File: src/rtl/imem_arbiter.sv
// Single-port instruction memory arbiter: the loader owns the port during BOOT,
// then fetch and loader share it in RUN with a bounded loader-priority window.
module imem_arbiter #(
  parameter int ADDR_W       = 32,
  parameter int DATA_W       = 32,
  parameter int STARVE_LIMIT = 4
) (
  input  logic              clk,
  input  logic              rst,
  input  logic              f_req,
  input  logic [ADDR_W-1:0] f_addr,
  output logic              f_gnt,
  output logic              f_stall,
  output logic              f_rvalid,
  input  logic              ld_req,
  input  logic              ld_we,
  input  logic [ADDR_W-1:0] ld_addr,
  input  logic [DATA_W-1:0] ld_wdata,
  input  logic              ld_done,
  output logic              ld_gnt,
  output logic              ld_rvalid,
  output logic [DATA_W-1:0] rdata,
  output logic              mem_en,
  output logic              mem_we,
  output logic [ADDR_W-1:0] mem_addr,
  output logic [DATA_W-1:0] mem_wdata,
  input  logic [DATA_W-1:0] mem_rdata,
  output logic              boot_mode
);

  localparam int CNT_W = (STARVE_LIMIT < 1) ? 1 : $clog2(STARVE_LIMIT + 1);
  localparam logic [CNT_W-1:0] CNT_MAX = CNT_W'(STARVE_LIMIT);

  typedef enum logic {
    BOOT = 1'b0,
    RUN  = 1'b1
  } state_t;

  state_t           state;
  logic [CNT_W-1:0] starve_cnt;

  function automatic logic [CNT_W-1:0] sat_inc(input logic [CNT_W-1:0] v);
    return (v >= CNT_MAX) ? CNT_MAX : v + 1'b1;
  endfunction

  // Grant decision; reset suppresses all grants so the memory sees no access.
  always_comb begin
    f_gnt  = 1'b0;
    ld_gnt = 1'b0;
    if (!rst) begin
      if (state == BOOT) begin
        ld_gnt = ld_req;
      end else if (f_req && ld_req) begin
        f_gnt  = (starve_cnt >= CNT_MAX);
        ld_gnt = (starve_cnt <  CNT_MAX);
      end else begin
        f_gnt  = f_req;
        ld_gnt = ld_req;
      end
    end
  end

  always_comb begin
    mem_en    = f_gnt | ld_gnt;
    mem_we    = ld_gnt & ld_we;
    mem_addr  = '0;
    mem_wdata = '0;
    if (f_gnt) begin
      mem_addr  = f_addr;
    end else if (ld_gnt) begin
      mem_addr  = ld_addr;
      mem_wdata = ld_wdata;
    end
  end

  assign f_stall   = f_req & ~f_gnt;
  assign rdata     = mem_rdata;
  assign boot_mode = (state == BOOT);

  // Registered state, starvation counter and read-return flags
  always_ff @(posedge clk) begin
    if (rst) begin
      state      <= BOOT;
      starve_cnt <= '0;
      f_rvalid   <= 1'b0;
      ld_rvalid  <= 1'b0;
    end else begin
      f_rvalid  <= f_gnt;
      ld_rvalid <= ld_gnt & ~ld_we;
      if (state == BOOT && ld_done) begin
        state <= RUN;
      end
      // Only a RUN-state loader win while fetch waits counts toward starvation.
      if (f_gnt || !f_req) begin
        starve_cnt <= '0;
      end else if (state == RUN && ld_gnt) begin
        starve_cnt <= sat_inc(starve_cnt);
      end
    end
  end

endmodule

File: config.mk
export PLATFORM = sky130hd
export DESIGN_NAME = imem_arbiter
export DESIGN_NICKNAME = d
export VERILOG_FILES = /design/src/rtl/imem_arbiter.sv
export SDC_FILE = /design/constraint.sdc
export NUM_CORES = 1
export LEC_CHECK = 0
export CORE_AREA = 3 3 92 94
export CTS_CLUSTER_SIZE = 30
export DETAILED_ROUTE_END_ITERATION = 10
export DIE_AREA = 0 0 95 97
export GPL_TIMING_DRIVEN = 0
export PLACE_DENSITY_LB_ADDON = 0.12
export SYNTH_ARGS = -nofsm -noshare
export SYNTH_HDL_FRONTEND = slang
export SYNTH_SLANG_ARGS = --single-unit
File: constraint.sdc
create_clock -name clk -period 1.6 [get_ports clk]
set_input_delay 0.32 -clock clk [delete_from_list [all_inputs] [get_ports clk]]
set_output_delay 0.32 -clock clk [all_outputs]
set_load 0.01 [all_outputs]
==> key figures <==
Final layout
  • # nets final: 510
  • Layout Area Growth over Synthesis: 224%
  • Most frequent cells in the layout: 132 x clkdlybuf4s50_1, 45 x buf_4, 44 x buf_2
  • N_diodes: 0
  • Design area: 3560 um2
  • Commonest non-fill, non-tap cell in the layout: clkdlybuf4s50_1
  • Layout cell share with drive strength beyond 1: 42.2%

Critical path
  • Startpoint Class: flop
  • Crit path DAT: 1.57 ns
  • Worst Reg-to-Reg Cells: 6
  • FF-to-FF setup slack: 0.33 ns
  • Crit path required time: 1.28 ns
  • Endpoint class of the critical path: primary output
  • Crit Path Class: reg2out
  • RR Endpoint: ld_rvalid
  • CP Max Fanout: 5
  • Reg-to-Reg Start: starve_cnt[2]

STA
  • Fmax: 0.530 GHz
  • Max-slew headroom: 85.0%
  • Fin. max-slew vios: 0
  • Final hold viol count: 0
  • Period Utilization, post-route: 118%
  • Slack of the critical path: -0.287 ns
  • Slew @ Worst Pin: 0.222 ns
  • WHS: 0.329 ns
  • RSZ-0062 raised after global routing: true
  • Setup-failing EPs final: 69
  • Period minus WS final: 1.89 ns
  • Fin Clk Skew: 0.00221 ns

Route
  • Mean routed wirelength per cell: 15.0 um
  • Total Wirelength: 7090 um
  • Via density: 3.80
  • Residual DRC: 0
  • First-pass DRT Iterations: 4
  • Drt initial violations: 8
  • Routed Antenna Nets: 0
  • Via count: 1801

Clock network
  • Total CTS buffers: 3
  • H-Tree Level Count: 1
  • CTS Buffer Depth: 2
  • Clock slew at reported path FFs: 0.03 ns
  • Cts hold-fix bufs: 0
  • Clk sinks: 6
  • CTS tree: yes
  • Root Driver: clkbuf_8
  • Worst-Skew Late Latency: 0.22 ns

GRT
  • Vias in the first global route: 1907
  • First-pass GRT wire length: 10600 um
  • Met3 Use GR: 4.82%
  • Met2 GRT Util: 30.3%
  • Most Used Layer, Global Route: met2
  • Initial antenna violation count: 0
  • Pin count of the biggest net entering global routing: 11
  • Met1 usage: 13.9%
  • Total Routing Usage GR: 14.7%
  • Overflow after GRT: 0

Placement
  • Port Buffers: 205
  • Post-DP Area: 3280 um2
  • Detailed Place HPWL: 6060 um
  • Gp weighted congestion: 0.794

Power
  • Clock power share: 18.7%
  • Comb pwr share: 67.8%
  • P_int: 0.000864 W
  • Max rail drop VDD: 0.219 mV
  • Flop pwr share: 13.5%
  • P_leak: 1.66 nW
  • Overall power: 0.00117 W
  • Switching power: 0.000309 W
  • PD cells: 329 nW/um2
  • Net Sw Frac: 26.3%

Die
  • Die area: 9220 um2
  • IO Count: 238
  • Die Y: 97 um
  • Die Wd: 95 um
  • Core Box Area: 7730 um2
  • Initial core utilization: 14.2%
  • Rows: 32

Synth
  • Asr flop ratio synth: 0%
  • Net Count, Synth: 274
  • Sequential-to-total area share from yosys stat: 10.9%
  • Synth warnings: 0
  • Cells after Synth: 138
  • Top FF cell, synth: dfxtp_1
  • Synthesized cell area: 1100 um2
  • Seq cells post-synth: 6
  • Post-synth EDFFs: 0
  • Post-synthesis cell type count: 23
  • Syn_area_per_cell: 7.95 um2

Min path
  • Worst Hold Launch: rst
  • Worst Hold Class: in2reg
  • Worst Hold End: state
  • Hold path depth: 2

Status
  • Status: finished, violations left
  • Failing checks: negative setup slack

Run
  • Max Cap Viol: 0
==> worst max-delay path: stages (launching register included) <==
cell      delay (ns)
dfxtp_4         0.36
a311oi_4        0.25
buf_6           0.16
buf_8           0.12
buf_12          0.11
buf_6           0.10
a22o_1          0.12
buf_2           0.13
==> cells by family after synthesis <==
logic type | synth area share (%)
simple gates | 27.5
buf+inv | 30.0
compound gates | 29.3
flops | 10.9
fa+ha+maj | 2.28
==> metrics by stage <==
stage	TNS [ns]	setup slack, ns	instances	utilization, %
after floorplan	0	0.0531	138	-
final	-15.22	-0.287	474	46.1
after global routing	-20.28	-0.351	474	46.1
after CTS	-16.72	-0.295	468	44.6
after detailed placement	-74.90	-1.20	445	42.4
after global placement	-75.30	-1.20	445	42.4
==> layer usage <==
layer	vias up	share of wire, %
li1	918	-
met1	793	30
met2	86	60
met3	4	9.3
met4	0	0.32
met5	-	0
==> cells in the mapped netlist, drive strengths merged (2+ instances only) <==
library cell | n | share of area, %
buf | 38 | 27
and2 | 33 | 19
a22o | 32 | 26
dfxtp | 6 | 11
clkbuf | 4 | 1.4
inv | 4 | 1.6
a21oi | 3 | 1.4
nor2 | 3 | 1.0
ha | 2 | 2.3
nand2 | 2 | 0.68
nand3 | 2 | 0.91
nor2b | 2 | 1.4
nor3 | 2 | 1.9
==> power groups by stage <==
stage	Clock (W)	Sequential, W	Combinational, W
3_3_place_gp	0	0.000163	0.000757
3_5_place_dp	0	0.000163	0.000757
4_1_cts	0.000226	0.000158	0.000789
5_1_grt	0.000241	0.000159	0.000851
2_1_floorplan	0	0.000162	0.000240
6_report	0.000219	0.000158	0.000795
==> cell type report <==
type / instances / area, um2
clock buffers: 3 / 41.3
repair buffers: 231 / 2180
well taps: 102 / 128
multi-input cells: 86 / 676
inverters: 4 / 20.0
flip-flops and latches: 6 / 128
fillers: 763 / 4170
plain buffers: 42 / 390
==> state kept, by name, indices dropped and copies added (netlist names) <==
name / cells
f_rvalid: 1
state: 1
starve_cnt: 3
ld_rvalid: 1
==> repair_timing <==
action	4_1_cts	5_1_grt
gates resized for setup	327	13
pin swaps	10	21
gates cloned	3	2
setup endpoints to repair	71	69
setup buffers	17	6
==> worst max-delay path by stage <==
stage                        from           end  slack (ns)
floorplan                   state  mem_addr[22]        0.05
global placement           ld_req   mem_addr[8]       -1.20
detailed placement         ld_req   mem_addr[8]       -1.20
CTS                 starve_cnt[2]  mem_addr[23]       -0.30
global route        starve_cnt[2]  mem_addr[23]       -0.35
finish              starve_cnt[2]  mem_addr[28]       -0.29
(Power assumes the default switching activity.)
